`config.mk`:
```
export PLATFORM = sky130hd
export DESIGN_NAME = imem_responder
export DESIGN_NICKNAME = d
export VERILOG_FILES = /design/src/rtl/imem_responder.sv
export SDC_FILE = /design/constraint.sdc
export NUM_CORES = 2
export LEC_CHECK = 0
export CELL_PAD_IN_SITES_DETAIL_PLACEMENT = 1
export CELL_PAD_IN_SITES_GLOBAL_PLACEMENT = 2
export CORE_MARGIN = 1
export CORE_UTILIZATION = 33
export DETAILED_ROUTE_END_ITERATION = 10
export DONT_BUFFER_PORTS = 1
export GPL_TIMING_DRIVEN = 0
export HOLD_SLACK_MARGIN = 0.03
export MAX_ROUTING_LAYER = met4
export PLACE_DENSITY_LB_ADDON = 0.1
export RECOVER_POWER = 25
export SLEW_MARGIN = 20
export SYNTH_ARGS = -nofsm -noshare
export SYNTH_HDL_FRONTEND = slang
export SYNTH_SLANG_ARGS = --single-unit
```
`constraint.sdc`:
```
create_clock -name i_clk -period 9.06 [get_ports i_clk]
set_input_delay 1.812 -clock i_clk [delete_from_list [all_inputs] [get_ports i_clk]]
set_output_delay 1.812 -clock i_clk [all_outputs]
set_load 0.005 [all_outputs]
```
`src/rtl/imem_responder.sv`:
```
// Instruction memory with a combinational fetch port and a byte-serial program loader.
// Define IMEM_MISALIGN_TRAP_EN to return NOP on misaligned fetches and flag them on o_misalign.
module imem_responder #(
   parameter int                    P_DATA_WIDTH = 32,
   parameter int                    PC_WIDTH     = 9,
   parameter logic [P_DATA_WIDTH-1:0] P_NOP      = 32'h0000_0013
) (
   input  logic                    i_clk,
   input  logic                    i_rst_n,
   input  logic [PC_WIDTH:0]       i_imem_addr,
   output logic [P_DATA_WIDTH-1:0] o_imem_rdata,
   input  logic                    i_load_start,
   input  logic                    i_load_valid,
   input  logic [7:0]              i_load_byte,
   input  logic                    i_load_last,
   output logic                    o_load_ready,
   output logic                    o_loading,
   output logic                    o_load_done,
   output logic                    o_load_err,
`ifdef IMEM_MISALIGN_TRAP_EN
   output logic                    o_misalign,
`endif
   output logic [PC_WIDTH-1:0]     o_word_count
);

   localparam int DEPTH = 2 ** (PC_WIDTH - 2);
   localparam logic [PC_WIDTH-1:0] PTR_ONE = 1;

   localparam logic [1:0] S_IDLE   = 2'd0;
   localparam logic [1:0] S_LOAD   = 2'd1;
   localparam logic [1:0] S_COMMIT = 2'd2;
   localparam logic [1:0] S_DONE   = 2'd3;

   logic [P_DATA_WIDTH-1:0] mem [DEPTH];

   logic [1:0]              state_q, state_d;
   logic [1:0]              idx_q, idx_d;
   logic [PC_WIDTH-1:0]     ptr_q, ptr_d;
   logic [P_DATA_WIDTH-1:0] buf_q, buf_d;
   logic                    last_q, last_d;
   logic                    err_q, err_d;
   logic [PC_WIDTH-1:0]     cnt_q, cnt_d;
   logic                    mem_we;
   logic                    ptr_full;
   logic                    loading;

   // The pointer saturates at DEPTH, so either top bit set means the array is full.
   assign ptr_full = |ptr_q[PC_WIDTH-1:PC_WIDTH-2];
   assign loading  = (state_q == S_LOAD) || (state_q == S_COMMIT);

   assign o_load_ready = (state_q == S_LOAD);
   assign o_loading    = loading;
   assign o_load_done  = (state_q == S_DONE);
   assign o_load_err   = err_q;
   assign o_word_count = cnt_q;

   always_comb begin
      state_d = state_q;
      idx_d   = idx_q;
      ptr_d   = ptr_q;
      buf_d   = buf_q;
      last_d  = last_q;
      err_d   = err_q;
      cnt_d   = cnt_q;
      mem_we  = 1'b0;
      case (state_q)
         S_IDLE: begin
            if (i_load_start) begin
               state_d = S_LOAD;
               ptr_d   = '0;
               idx_d   = '0;
               err_d   = 1'b0;
            end
         end
         S_LOAD: begin
            if (i_load_valid) begin
               buf_d[8*idx_q +: 8] = i_load_byte;
               idx_d               = idx_q + 2'd1;
               last_d              = i_load_last;
               if (idx_q == 2'd3 || i_load_last) state_d = S_COMMIT;
            end
         end
         S_COMMIT: begin
            if (!ptr_full) begin
               mem_we = 1'b1;
               ptr_d  = ptr_q + PTR_ONE;
            end else begin
               err_d = 1'b1;
            end
            buf_d   = '0;
            idx_d   = '0;
            last_d  = 1'b0;
            state_d = last_q ? S_DONE : S_LOAD;
         end
         S_DONE: begin
            cnt_d   = ptr_q;
            state_d = S_IDLE;
         end
         default: state_d = S_IDLE;
      endcase
   end

   // NOTE: state registers use non-blocking assignments so every flop samples pre-edge values.
   always_ff @(posedge i_clk or negedge i_rst_n) begin
      if (!i_rst_n) begin
         state_q <= S_IDLE;
         idx_q   <= '0;
         ptr_q   <= '0;
         buf_q   <= '0;
         last_q  <= 1'b0;
         err_q   <= 1'b0;
         cnt_q   <= '0;
      end else begin
         state_q <= state_d;
         idx_q   <= idx_d;
         ptr_q   <= ptr_d;
         buf_q   <= buf_d;
         last_q  <= last_d;
         err_q   <= err_d;
         cnt_q   <= cnt_d;
      end
   end

   // NOTE: the array has no reset so it maps onto RAM and survives a mid-load reset.
   always_ff @(posedge i_clk) begin
      if (mem_we) mem[ptr_q[PC_WIDTH-3:0]] <= buf_q;
   end

   // Word indices beyond the array depth read as NOP rather than aliasing.
   always_comb begin
      o_imem_rdata = P_NOP;
      if (!loading && !i_imem_addr[PC_WIDTH]) o_imem_rdata = mem[i_imem_addr[PC_WIDTH-1:2]];
`ifdef IMEM_MISALIGN_TRAP_EN
      if (i_imem_addr[1:0] != 2'b00) o_imem_rdata = P_NOP;
`endif
   end

`ifdef IMEM_MISALIGN_TRAP_EN
   logic misalign_q, misalign_d;

   always_comb begin
      misalign_d = misalign_q;
      if (!loading && i_imem_addr[1:0] != 2'b00) misalign_d = 1'b1;
      if (i_load_start) misalign_d = 1'b0;
   end

   always_ff @(posedge i_clk or negedge i_rst_n) begin
      if (!i_rst_n) misalign_q <= 1'b0;
      else          misalign_q <= misalign_d;
   end

   assign o_misalign = misalign_q;
`endif

endmodule

```
==> Word level (Yosys, flattened, before mapping) <==
Memories as Yosys holds them, arrays and structs flattened.
Cells that the tools add are included.
{ "word_totals": {"register_bits": 56, "latchBits": 0, "ramBits": 4096, "rom_bits": 0, "in_bits": 23, "output_inout_bits": 45, "wordCells": 61, "n_memories": 1} }
{ "memory_table": {"columns": ["name", "words", "width", "rd", "rd_clocked_by_memory_dff", "wr", "line_no", "text"], "rows": [
  ["mem", 128, 32, 1, 0, 1, "34", "logic [P_DATA_WIDTH-1:0] mem [DEPTH];"]
]} }
{ "classes": {"add_sub_neg": 3, "n_mul": 0, "div": 0, "magnitude_cmp": 0, "eq_ne": 9, "shift": 2, "muxes": 24, "bitwise": 0, "n_reduce_logical": 15} }
{ "op_table": {"columns": ["cell", "n"], "rows": [
  ["$mux 32", 2],
  ["$pmux 32 s2", 1],
  ["$neg 5->34", 1],
  ["$shift 8x34->32 const A", 1],
  ["$shiftx 8x34->32", 1],
  ["$bwmux 32", 1],
  ["$mux 9", 2],
  ["$pmux 9 s2", 1],
  ["$mux 2", 6],
  ["$reduce_and 3->1", 4],
  ["$add 9x1->9 const B", 1],
  ["$ne 2x2->1 const B", 4],
  ["$pmux 2 s4", 1],
  ["$mux 1", 7],
  ["$eq 2x2->1 const B", 3],
  ["$pmux 2 s3", 1],
  ["$pmux 1 s2", 2],
  ["$reduce_bool 2->1", 2],
  ["$reduce_bool 3->1", 1],
  ["$add 2x1->2 const B", 1],
  ["$eq 2x1->1 const B", 1],
  ["$logic_not 1->1", 2],
  ["$logic_not 2->1", 1],
  ["$logic_or 1x1->1", 2],
  ["other kinds (4)", 4]
]} }

==> Logic depth before layout (Yosys ltp) <==
{ "depth": {"ltp_word": 5, "depth_mapped": 11, "depth_no_buf": 8} }

==> Least setup slack after synthesis <==
No wires, ideal clock.
{ "synth_timing": {"path_kind": "input port to output port", "start": "in i_imem_addr[3]", "end": "out o_imem_rdata[10]", "arrival_ns": 3.883, "required_ns": 7.248, "setup_slack_ns": 3.365, "path_stages": 8, "cell_sequence": "buf_4 > buf_4 > clkbuf_1 > buf_1 > mux4_2 > mux4_2 > a21oi_1 > nand4_1"} }
{ "synth_between": {"elab_chain_cells": 2} }
{ "synth_lines": {"columns": ["item", "line_no", "text"], "rows": [
  ["from (decl)", "10", "input logic [PC_WIDTH:0] i_imem_addr,"],
  ["$mem_v2 128x32", null, null],
  ["$mux 32", "132", "if (!loading && !i_imem_addr[PC_WIDTH]) o_imem_rdata = mem[i_imem_addr[PC_WIDTH-1:2]];"],
  ["to (decl)", "11", "output logic [P_DATA_WIDTH-1:0] o_imem_rdata,"]
]} }
Every way passes these cells.

==> Worst setup path after layout <==
{ "layout_timing": {"start": "in i_imem_addr[3]", "end": "out o_imem_rdata[13]"} }
The elaborated chain is that of the path after synthesis.

==> impl_metrics.ini <==
[finish]
layout-drive-gt1-share_pct = 32.5
final_common_cell = edfxtp_1
layout_common_cells = edfxtp_1, mux4_2, clkbuf_16
stdcell_count = 14100
fillers = 44100
finalNetCount = 7336
syn_to_final_growth_pct = 19.5

[timing]
rsz0062_at_grt = no
finalWorstSetupSlack_ps = -35.1
clock.fmax_mhz = 110
fin_skew_ps = 49.8
slew_viol_final = 2706
setup_viol = 1
slew_headroom_pct = -152
hold_viol_final = 0
max_slew.worst_pin.slew_ps = 3780
min_period_over_period_pct = 100
period_needed_ps = 9100

[clocking]
h-tree-depth = 5
cts_sinks = 4152
cts_tree = done
clk_latency_ps = 1040
clockBufferDepth = 4
ctsHoldBuffers = 0
cts-root-buf = clkbuf_16
numCtsBuffers = 463
clkTransAtPathRegs_ps = 60
post_cts_buffers = 0

[drt]
drt_iter0_markers = 8795
viasPerCell = 5.39
post_drt_wl_per_cell_um = 39.0
vias = 76300
drc = 24
wirelength_um = 552000
final_antenna_net_count = 0
dr.pass1.iters = 8

[power]
power.total_mw = 43.1
ir_worst_vdd_v = 0.000166
leakagePower_nw = 60.0
power_density_nw_per_um2 = 228

[worst_setup_path]
cp.required_ps = 7250
startpoint_type = input port
crit_path_max_fanout = 10
path_class = input port to output port
worstSetupEndpointType = output port
reg2regPathDepth = 2
rrSetupSlack_ps = 2980
arrival_ps = 7280
reg2reg_from = buf_q[26]$_DFFE_PN0P_
worstSetupStartpoint = i_imem_addr[3]
cp-endpoint = o_imem_rdata[13]
rr_endpoint = mem[75][26]$_DFFE_PP_

[die]
core_area_um2 = 478000
dieArea_um2 = 483000
core.rowCount = 254
die_h_um = 695
dieWidth_um = 695
start_util_pct = 33.1
io-pin-count = 68

[yosys]
yosys_warnings = 0
async_flop_share_pct = 1.35
synth_fp_nets = 6546
yosysSeqAreaShare_pct = 78.5
ys_ff_latch = 4152
syn_inst = 6513
synth_edf_count = 4096
avgSynthCellArea_um2 = 24.3
netlist_area_um2 = 158000
synth_cell_type_count = 50
synthFlopType = edfxtp_1

[placement]
place_ws_ps = -317
port-buffer-count = 0
dp_cells = 13200
place.detailed.hpwl_um = 393000
place.gp.congestion = 0.897

[outcome]
status = finished with violations
violations = DRC, capacitance limit, slew limit, setup timing

[grt]
overflow = 0
grt_max_degree = 81
grt_pass1_wl_um = 732000
grt_pass1_vias = 79000
antenna_found_initial = 68
track_usage_pct = 23.3

[worst_hold_path]
hold_class = input port to async pin

[flow_run]
maxCapViolations = 48
what timing repair did:
item                                    CTS  global route
resized for setup                         5             0
endpoints found under the hold margin     0             0
endpoints found under the setup margin    9             0
synthesized netlist by cell type (2+ instances only):
master	instances	share of area [%]
a2111oi_0	2	0.011
a211oi_1	3	0.014
a21oi_1	100	0.32
a221oi_1	2	0.011
a22o_1	37	0.20
a22oi_1	46	0.22
a31oi_1	7	0.028
and2_1	4	0.016
and3_1	4	0.016
buf_1	70	0.17
buf_2	118	0.37
buf_4	43	0.20
buf_6	3	0.021
clkbuf_1	108	0.26
dfrtp_1	56	0.88
edfxtp_1	4096	78
ha_1	10	0.079
inv_1	7	0.017
mux2_2	13	0.092
mux2i_1	124	0.78
mux4_2	1207	17
nand2_1	44	0.10
nand2b_1	5	0.020
nand3_1	21	0.066
nand4_1	35	0.14
nand4b_1	2	0.011
nor2_1	163	0.39
nor2b_1	105	0.41
nor3_1	3	0.0095
nor4_1	2	0.0079
o211ai_1	29	0.14
o21ai_0	16	0.051
o21ai_1	4	0.013
o22ai_1	2	0.0079
o31ai_1	2	0.0095
or2_2	2	0.0079
or3_1	2	0.0079
xor2_1	4	0.022
logic make-up (layout without fill, tap and decap cells):
family                   Yosys count  count (layout)  synth area share [%]
adder cells (fa/ha/maj)           10              10                0.0790
flip-flops                      4152            4152                  78.5
XOR/XNOR                           4               4                0.0221
multiplexers                    1344            1344                  18.0
AND/OR/NAND/NOR                  398             398                  1.24
buffers and inverters            350            1530                  1.04
AO/OA/AOI/OAI                    255             255                  1.05
other                              0              49                     0
worst min-delay path by stage:
| stage | endpoint | slack [ps] | depth (start not counted) |
|---|---|---|---|
| 2_1_floorplan | last_q$_DFFE_PN0P_ | 440 | 2 |
| 3_3_place_gp | o_word_count[8]$_DFFE_PN0P_ | 530 | 1 |
| 5_1_grt | buf_q[1]$_DFFE_PN0P_ | 420 | 0 |
| 6_report | buf_q[1]$_DFFE_PN0P_ | 500 | 0 |
| 3_5_place_dp | last_q$_DFFE_PN0P_ | 520 | 2 |
| 4_1_cts | buf_q[1]$_DFFE_PN0P_ | 380 | 0 |
area by class of cell:
type	count	area, µm²	share of cell area (%)
Sequential cell	4152	124000	65.7
Multi-Input combinational cell	2011	33300	17.6
Clock buffer	570	12100	6.42
Tap cell	6400	8010	4.23
Timing Repair Buffer	325	6770	3.58
Clock inverter	285	2710	1.43
Buffer	342	1700	0.898
Antenna cell	49	123	0.0648
Inverter	8	30.0	0.0159
through the flow:
| step | instance area (µm²) | util, % | TNS (ps) | hold WS, ps |
|---|---|---|---|---|
| after floorplan | 158000 | - | 0 | 439 |
| after global placement | 166000 | 34.8 | -16930 | 529 |
| after detailed placement | 175000 | 36.7 | -1260 | 524 |
| after CTS | 190000 | 39.8 | 0 | 379 |
| after global routing | 189000 | 39.6 | 0 | 425 |
| final | 189000 | 39.6 | -35.1 | 499 |
worst max-delay path: stages:
cell and delay [ps]:
buf_4 240, buf_4 410, buf_2 670, buf_4 470, clkbuf_1 630, mux4_2 420, mux2i_1 570, a22oi_1 320
o211ai_1 620, nand4_1 980
power breakdown:
group | switching, mW | internal [mW] | total (mW) | leakage [nW]
clock | 7.92 | 10.7 | 18.7 | 7.24
combinational | 2.07 | 0.675 | 2.75 | 12.9
sequential | 0.125 | 21.5 | 21.7 | 39.9
total | 10.1 | 33.0 | 43.1 | 60.0
layer usage:
layer,track usage (%),up-vias,part of all wire [%]
met1,31.1,43200,42
met3,3.53,673,5.9
li1,-,29900,-
met5,-,-,0
met2,37.4,2481,48
met4,6.67,0,3.3
registers in the layout (all words and copies together) (netlist names):
register / flops
state_q: 2
ptr_q: 9
buf_q: 32
last_q: 1
mem: 4096
o_word_count: 9
o_load_err: 1
idx_q: 2
Note: power is estimated with default switching activity, not from simulation.
